===== src/rtl/fantasticfft_pkg.sv =====
// Shared types and helpers for the streaming radix-2 FFT: FSM state, bit reversal,
// elaboration-time twiddle generation and symmetric saturation.
package fantasticfft_pkg;

    typedef enum logic [1:0] {LOAD, COMPUTE, UNLOAD} state_t;

    localparam real PI = 3.14159265358979323846;

    function automatic int bitrev(input int k, input int bits);
        int r;
        r = 0;
        for (int i = 0; i < bits; i++) begin
            r = (r << 1) | ((k >> i) & 1);
        end
        return r;
    endfunction

    // W_N^j = cos(2*pi*j/N) - i*sin(2*pi*j/N), rounded half-up to frac fractional bits
    function automatic int twiddle_re(input int n, input int j, input int frac);
        real ang;
        real v;
        ang = 2.0 * PI * real'(j) / real'(n);
        v   = $cos(ang) * real'(1 << frac);
        return int'($floor(v + 0.5));
    endfunction

    function automatic int twiddle_im(input int n, input int j, input int frac);
        real ang;
        real v;
        ang = 2.0 * PI * real'(j) / real'(n);
        v   = -$sin(ang) * real'(1 << frac);
        return int'($floor(v + 0.5));
    endfunction

    function automatic logic signed [63:0] saturate(input logic signed [63:0] v, input int w);
        logic signed [63:0] hi;
        logic signed [63:0] lo;
        hi = (64'sd1 <<< (w - 1)) - 64'sd1;
        lo = -hi - 64'sd1;
        if (v > hi) return hi;
        if (v < lo) return lo;
        return v;
    endfunction

endpackage


===== src/rtl/fantasticfft_butterfly.sv =====
// Combinational radix-2 DIT butterfly: ya = a + b*w, yb = a - b*w, rounded and saturated.
// FANTASTICFFT_STAGE_SCALE_EN: halve each output (round-half-up) so a full FFT yields DFT/N.
module fantasticfft_butterfly
    import fantasticfft_pkg::*;
#(
    parameter int DATA_W    = 16,
    parameter int FRAC_SIZE = 8
) (
    input  logic signed [DATA_W-1:0] a_re,
    input  logic signed [DATA_W-1:0] a_im,
    input  logic signed [DATA_W-1:0] b_re,
    input  logic signed [DATA_W-1:0] b_im,
    input  logic signed [DATA_W-1:0] tw_re,
    input  logic signed [DATA_W-1:0] tw_im,
    output logic signed [DATA_W-1:0] ya_re,
    output logic signed [DATA_W-1:0] ya_im,
    output logic signed [DATA_W-1:0] yb_re,
    output logic signed [DATA_W-1:0] yb_im
);

    function automatic logic signed [63:0] round_shift(input logic signed [63:0] v, input int sh);
        return (v + (64'sd1 <<< (sh - 1))) >>> sh;
    endfunction

    // 64-bit intermediates hold the full 2*DATA_W+1 product sums without overflow
    logic signed [63:0] ar, ai, br, bi, wr, wi;
    logic signed [63:0] t_re, t_im;
    logic signed [63:0] s_re, s_im, d_re, d_im;

    assign ar = 64'(a_re);
    assign ai = 64'(a_im);
    assign br = 64'(b_re);
    assign bi = 64'(b_im);
    assign wr = 64'(tw_re);
    assign wi = 64'(tw_im);

    assign t_re = saturate(round_shift(br * wr - bi * wi, FRAC_SIZE), DATA_W);
    assign t_im = saturate(round_shift(br * wi + bi * wr, FRAC_SIZE), DATA_W);

`ifdef FANTASTICFFT_STAGE_SCALE_EN
    assign s_re = round_shift(ar + t_re, 1);
    assign s_im = round_shift(ai + t_im, 1);
    assign d_re = round_shift(ar - t_re, 1);
    assign d_im = round_shift(ai - t_im, 1);
`else
    assign s_re = ar + t_re;
    assign s_im = ai + t_im;
    assign d_re = ar - t_re;
    assign d_im = ai - t_im;
`endif

    assign ya_re = DATA_W'(saturate(s_re, DATA_W));
    assign ya_im = DATA_W'(saturate(s_im, DATA_W));
    assign yb_re = DATA_W'(saturate(d_re, DATA_W));
    assign yb_im = DATA_W'(saturate(d_im, DATA_W));

endmodule


===== src/rtl/fantasticfft_fft_stream.sv =====
// Streaming N-point in-place radix-2 DIT FFT: load (bit-reversed), compute, unload (natural order).
// Optional FANTASTICFFT_STAGE_SCALE_EN selects per-stage halving inside the butterfly.
module fantasticfft_fft_stream
    import fantasticfft_pkg::*;
#(
    parameter  int INT_SIZE  = 8,
    parameter  int FRAC_SIZE = 8,
    parameter  int N_POINTS  = 8,
    localparam int W         = INT_SIZE + FRAC_SIZE
) (
    input  logic                clk,
    input  logic                rst,
    input  logic                in_valid,
    output logic                in_ready,
    input  logic signed [W-1:0] in_re,
    input  logic signed [W-1:0] in_im,
    output logic                out_valid,
    input  logic                out_ready,
    output logic signed [W-1:0] out_re,
    output logic signed [W-1:0] out_im,
    output logic                out_last,
    output logic                busy
);

    localparam int AW    = $clog2(N_POINTS);
    localparam int TW_AW = AW - 1;
    localparam int SW    = $clog2(AW + 1);

    if (N_POINTS < 4 || N_POINTS > 64 || (N_POINTS & (N_POINTS - 1)) != 0) begin : g_bad_n
        $error("N_POINTS must be a power of two in 4..64");
    end
    if (INT_SIZE < 2) begin : g_bad_int
        $error("INT_SIZE must be at least 2 so that twiddle 1.0 is representable");
    end
    if (W > 31 || FRAC_SIZE < 1) begin : g_bad_w
        $error("word width must be 2..31 bits with at least one fractional bit");
    end

    typedef struct packed {
        logic signed [W-1:0] re;
        logic signed [W-1:0] im;
    } cplx_t;

    state_t            state, state_nxt;
    logic [AW-1:0]     cnt;
    logic [TW_AW-1:0]  bf;
    logic [SW-1:0]     stg;
    cplx_t             mem [N_POINTS];

    logic signed [W-1:0] tw_re_tab [N_POINTS/2];
    logic signed [W-1:0] tw_im_tab [N_POINTS/2];

    for (genvar j = 0; j < N_POINTS / 2; j++) begin : g_tw
        assign tw_re_tab[j] = W'(twiddle_re(N_POINTS, j, FRAC_SIZE));
        assign tw_im_tab[j] = W'(twiddle_im(N_POINTS, j, FRAC_SIZE));
    end

    // Stage s pairs (a, a+2^s); j = butterfly index within its group scaled to the N-point table
    logic [AW-1:0]    bfx, span, jj, addr_a, addr_b, load_addr;
    logic [TW_AW-1:0] tw_idx;

    always_comb begin
        bfx       = {1'b0, bf};
        span      = AW'(1) << stg;
        jj        = bfx & (span - AW'(1));
        addr_a    = ((bfx >> stg) << (stg + 1'b1)) | jj;
        addr_b    = addr_a | span;
        tw_idx    = TW_AW'(jj << (AW - 1 - int'(stg)));
        load_addr = AW'(bitrev(int'(cnt), AW));
    end

    cplx_t op_a, op_b, res_a, res_b;

    assign op_a = mem[addr_a];
    assign op_b = mem[addr_b];

    fantasticfft_butterfly #(
        .DATA_W    (W),
        .FRAC_SIZE (FRAC_SIZE)
    ) u_bfly (
        .a_re  (op_a.re),
        .a_im  (op_a.im),
        .b_re  (op_b.re),
        .b_im  (op_b.im),
        .tw_re (tw_re_tab[tw_idx]),
        .tw_im (tw_im_tab[tw_idx]),
        .ya_re (res_a.re),
        .ya_im (res_a.im),
        .yb_re (res_b.re),
        .yb_im (res_b.im)
    );

    always_ff @(posedge clk or posedge rst) begin
        if (rst) begin
            state <= LOAD;
        end else begin
            state <= state_nxt;
        end
    end

    always_comb begin
        state_nxt = state;
        in_ready  = 1'b0;
        out_valid = 1'b0;
        out_last  = 1'b0;
        busy      = 1'b0;
        out_re    = '0;
        out_im    = '0;
        case (state)
            LOAD: begin
                in_ready = 1'b1;
                if (in_valid && cnt == AW'(N_POINTS - 1)) state_nxt = COMPUTE;
            end
            COMPUTE: begin
                busy = 1'b1;
                if (bf == TW_AW'(N_POINTS / 2 - 1) && stg == SW'(AW - 1)) state_nxt = UNLOAD;
            end
            UNLOAD: begin
                busy      = 1'b1;
                out_valid = 1'b1;
                out_re    = mem[cnt].re;
                out_im    = mem[cnt].im;
                out_last  = (cnt == AW'(N_POINTS - 1));
                if (out_ready && cnt == AW'(N_POINTS - 1)) state_nxt = LOAD;
            end
            default: state_nxt = LOAD;
        endcase
    end

    // N and N/2 are powers of two, so the counters wrap to zero on their own at frame/stage end
    always_ff @(posedge clk or posedge rst) begin
        if (rst) begin
            cnt <= '0;
            bf  <= '0;
            stg <= '0;
        end else begin
            case (state)
                LOAD:    if (in_valid) cnt <= cnt + 1'b1;
                COMPUTE: begin
                    bf <= bf + 1'b1;
                    if (bf == TW_AW'(N_POINTS / 2 - 1)) begin
                        stg <= (stg == SW'(AW - 1)) ? '0 : stg + 1'b1;
                    end
                end
                UNLOAD:  if (out_ready) cnt <= cnt + 1'b1;
                default: cnt <= '0;
            endcase
        end
    end

    always_ff @(posedge clk) begin
        if (state == LOAD && in_valid) begin
            mem[load_addr] <= '{re: in_re, im: in_im};
        end else if (state == COMPUTE) begin
            mem[addr_a] <= res_a;
            mem[addr_b] <= res_b;
        end
    end

endmodule


===== config.mk =====
export PLATFORM = sky130hd
export DESIGN_NAME = fantasticfft_fft_stream
export DESIGN_NICKNAME = d
export VERILOG_FILES = /design/src/rtl/fantasticfft_pkg.sv /design/src/rtl/fantasticfft_butterfly.sv /design/src/rtl/fantasticfft_fft_stream.sv
export SDC_FILE = /design/constraint.sdc
export NUM_CORES = 2
export LEC_CHECK = 0
export CORE_UTILIZATION = 48
export CTS_CLUSTER_SIZE = 28
export DETAILED_ROUTE_END_ITERATION = 7
export PLACE_DENSITY = 0.66
export SLEW_MARGIN = 20
export SYNTH_ARGS = -nofsm -noshare
export SYNTH_HDL_FRONTEND = slang
export SYNTH_HIERARCHICAL = 1
export SYNTH_SLANG_ARGS = --single-unit
export TNS_END_PERCENT = 1

===== constraint.sdc =====
create_clock -name clk -period 14.55 [get_ports clk]
set_input_delay 3.6375 -clock clk [delete_from_list [all_inputs] [get_ports clk]]
set_output_delay 3.6375 -clock clk [all_outputs]
set_load 0.05 [all_outputs]

==> impl_metrics.csv <==
group,metric,value,unit
cts,cts_hold_buf,0,
routing,avgRoutedWirePerCell,21.2,um
worst_setup_path,startpoint,"stg[1]$_DFFE_PP0P_",
floorplan,dieArea,144000,um^2
min_path,hold_path.startpoint,"state[0]$_DFFE_PP0P_",
floorplan,die_h,379,um
cells_and_area,drive_above_1_share,23.8,%
cells_and_area,fin_util,58.8,%
floorplan,core.rowCount,137,
global_route,grt_overflow,0,
placed_design,numPortBuffers,71,
floorplan,die_w,379,um
global_route,grt_use_total,29.2,%
floorplan,core,140000,um^2
yosys,synth_area,68200,um^2
routing,vias_per_cell,5.51,
sta,fmax,65.7,MHz
sta,rsz0062_at_grt,"true",
placed_design,hpwl,163,mm
worst_setup_path,crit_path_end_kind,"register",
cts,htreeDepth,1,
min_path,worstHoldPathCells,1,
worst_setup_path,crit_path_start_kind,"register",
sta,post-route-period-util,105,%
worst_setup_path,reg2regPathDepth,65,
floorplan,initial_core_util,48.6,%
sta,setup_viol,240,
cells_and_area,layout.nets,9534,
cts,root_buffer,"clkbuf_16",
global_route,grt_pass1_wl,322,mm
run_status,violations,"negative setup slack",
yosys,synth_edf_count,256,
placed_design,dp_cells,9592,
worst_setup_path,critPathMaxFanout,16,
cells_and_area,fin_cells,9733,
worst_setup_path,critical_path_class,"reg2reg",
routing,ant_nets,0,
global_route,grt_max_degree,61,
routing,routed_wl,207,mm
yosys,syn_inst,7029,
yosys,synth_cell_types,103,
min_path,min_path_type,"reg2reg",
sta,relSlewSlack,10.3,%
cts,numCtsBuffers,24,
sta,clock_skew,27.1,ps
cts,clkSlewWorstSetupHoldPaths,70,ps
yosys,synth_area_per_cell,9.70,um^2
cts,clk_latency,570,ps
cts,ctsLongestPathBuffers,3,
cts,cts.sinks,265,
placed_design,gp_congestion,0.926,
yosys,ys_seq_area_share,11.6,%
routing,vias,53661,
worst_setup_path,slowest_stage,"fa_2",
yosys,synth_ff_type,"edfxtp_1",
sta,hold_violations,0,
global_route,antenna_found_initial,9,
floorplan,pin_count,72,
placed_design,pre_cts_slack,-1270,ps
sta,min_period,15220,ps
cts,cts_tree,"done",
worst_setup_path,cp.arrival,15630,ps
sta,slew_viol_final,0,
routing,drc,0,
global_route,grt_pass1_vias,56643,
yosys,async_flop_share,3.40,%
sta,tightest_slew,1340,ps
yosys,synth-seq-cells,265,
worst_setup_path,crit_path_end,"mem[2][1]$_DFFE_PP_",
routing,firstDrtPassIters,5,
worst_setup_path,crit_top_cell,"buf_4",
worst_setup_path,cp_slowest_stage_delay,580,ps
cells_and_area,syn2layout_area_growth,20.9,%
routing,drtIter0Drc,4032,
yosys,yosys_warnings,6,
sta,layout_setup_ws,-669,ps
worst_setup_path,timing.reg2reg.setup_slack,-670,ps
worst_setup_path,required,14970,ps
run_status,status,"finished with violations",
worst_setup_path,rr_startpoint,"stg[1]$_DFFE_PP0P_",
job,maxCapViolCount,0,
worst_setup_path,r2r-end,"mem[2][1]$_DFFE_PP_",
[repair_timing]
| action | in CTS | in global routing |
|---|---|---|
| resized for setup | 180 | 111 |
| setup buffers | 48 | 38 |
| gates cloned | 3 | 6 |
| pin swaps | 50 | 70 |
| hold endpoints to repair | 0 | 0 |
| setup endpoints to repair | 240 | 240 |
[worst min path at each step]
stage | end
floorplan | state[0]$_DFFE_PP0P_
global placement | state[0]$_DFFE_PP0P_
detailed placement | state[0]$_DFFE_PP0P_
CTS | state[0]$_DFFE_PP0P_
global route | state[0]$_DFFE_PP0P_
finish | state[0]$_DFFE_PP0P_
[Yosys cell counts, types with 11 or more instances]
library cell | n | area (um^2)
fa_1 | 1232 | 24700
nand4_1 | 28 | 175
a221oi_1 | 66 | 578
o31ai_1 | 20 | 150
mux2i_1 | 163 | 1630
and4_1 | 11 | 96.3
o21ai_0 | 127 | 636
and3_1 | 16 | 100
a32o_1 | 32 | 320
nand3_1 | 39 | 195
ha_1 | 430 | 5380
a21boi_0 | 37 | 278
nor2b_1 | 24 | 150
mux2_1 | 11 | 124
buf_2 | 46 | 230
mux2_4 | 30 | 450
buf_4 | 30 | 225
inv_1 | 1442 | 5410
mux4_2 | 64 | 1440
nand2_1 | 660 | 2480
buf_6 | 16 | 180
o21ai_1 | 45 | 225
a21o_1 | 72 | 541
nor4b_1 | 13 | 114
o211ai_1 | 23 | 173
nor3_1 | 44 | 220
o22ai_1 | 37 | 231
and2_1 | 534 | 3340
nor2_1 | 159 | 597
clkbuf_1 | 284 | 1070
a21oi_1 | 174 | 871
edfxtp_1 | 256 | 7690
o21a_1 | 65 | 488
nand2b_1 | 64 | 400
xnor2_1 | 118 | 1030
xor2_1 | 34 | 298
o21bai_1 | 30 | 225
or3_1 | 11 | 68.8
nor4_1 | 14 | 87.6
a31oi_1 | 19 | 119
mux2_2 | 315 | 3550
a211oi_1 | 15 | 113
[registers in the layout, summed over array words and instances (netlist names)]
name   flops
cnt        3
state      2
bf         2
mem      256
stg        2
[critical path, delay by kind of cell (launching register included)]
kind / cells / cell delay, ps
flip-flops: 1 / 410
AND/OR/NAND/NOR: 12 / 2520
XOR/XNOR: 1 / 140
multiplexers: 2 / 520
adder cells (fa/ha/maj): 12 / 5630
AO/OA/AOI/OAI: 18 / 3340
buffers and inverters: 20 / 2480
[layer usage]
| layer | vias to the layer above | global-route usage (%) | wire length (um) |
|---|---|---|---|
| met1 | 27255 | 39.4 | 84900 |
| li1 | 24015 | - | - |
| met3 | 478 | 4.10 | 15400 |
| met4 | 8 | 10.5 | 8310 |
| met2 | 1905 | 47.9 | 97900 |
| met5 | - | 0 | 59 |
[cell families (layout without fill, tap and decap cells)]
| family | count (synthesis) | in the layout | synth area share [%] |
|---|---|---|---|
| xor+xnor | 153 | 153 | 1.99 |
| mux | 583 | 583 | 10.6 |
| fa+ha+maj | 1662 | 1662 | 44.1 |
| other cells | 1 | 24 | 0.00550 |
| buf+inv | 1831 | 2636 | 10.6 |
| compound gates | 846 | 846 | 8.46 |
| flops | 265 | 265 | 11.6 |
| simple gates | 1688 | 1688 | 12.8 |
[stage by stage]
stage / area (um^2) / TNS (ps) / hold WS [ps]
finish: 82500 / -119180 / 582
global route: 82400 / -253310 / 607
CTS: 81400 / -94990 / 589
detailed placement: 79200 / -260620 / 575
global placement: 79200 / -222610 / 545
floorplan: 69200 / 0 / 517
[cell type report]
| cell class | instances | area (um^2) |
|---|---|---|
| Antenna cell | 4 | 10.0 |
| Clock buffer | 29 | 661 |
| Clock inverter | 14 | 188 |
| Fill cell | 11925 | 57800 |
| Inverter | 1446 | 5450 |
| Multi-Input combinational cell | 4952 | 55600 |
| Sequential cell | 265 | 7920 |
| Tap cell | 1876 | 2350 |
| Timing Repair Buffer | 1147 | 10300 |
[cell usage in the layout, fill, tap and decap left out, types with 26 or more instances in the layout]
| master | n |
|---|---|
| nand2_1 | 648 |
| o21ai_0 | 99 |
| o21ai_1 | 34 |
| mux2_4 | 54 |
| nand3_1 | 37 |
| a21boi_0 | 35 |
| xor2_1 | 33 |
| clkdlybuf4s50_1 | 71 |
| inv_1 | 1422 |
| nor3_1 | 36 |
| a21oi_1 | 150 |
| fa_1 | 1215 |
| mux4_2 | 64 |
| o21a_1 | 65 |
| a221oi_4 | 34 |
| nand4_1 | 28 |
| buf_12 | 88 |
| buf_4 | 933 |
| and2_1 | 528 |
| a221oi_1 | 34 |
| nor2_1 | 151 |
| edfxtp_1 | 256 |
| a21o_1 | 71 |
| o21bai_1 | 29 |
| ha_4 | 26 |
| ha_1 | 397 |
| clkbuf_16 | 31 |
| xnor2_1 | 113 |
| mux2_2 | 292 |
| a32o_1 | 32 |
| mux2i_1 | 155 |
| nand2b_1 | 64 |
| buf_6 | 34 |
Power is not shown: default switching activity piles up to over one toggle a cycle in this logic, so the estimate is an artifact.
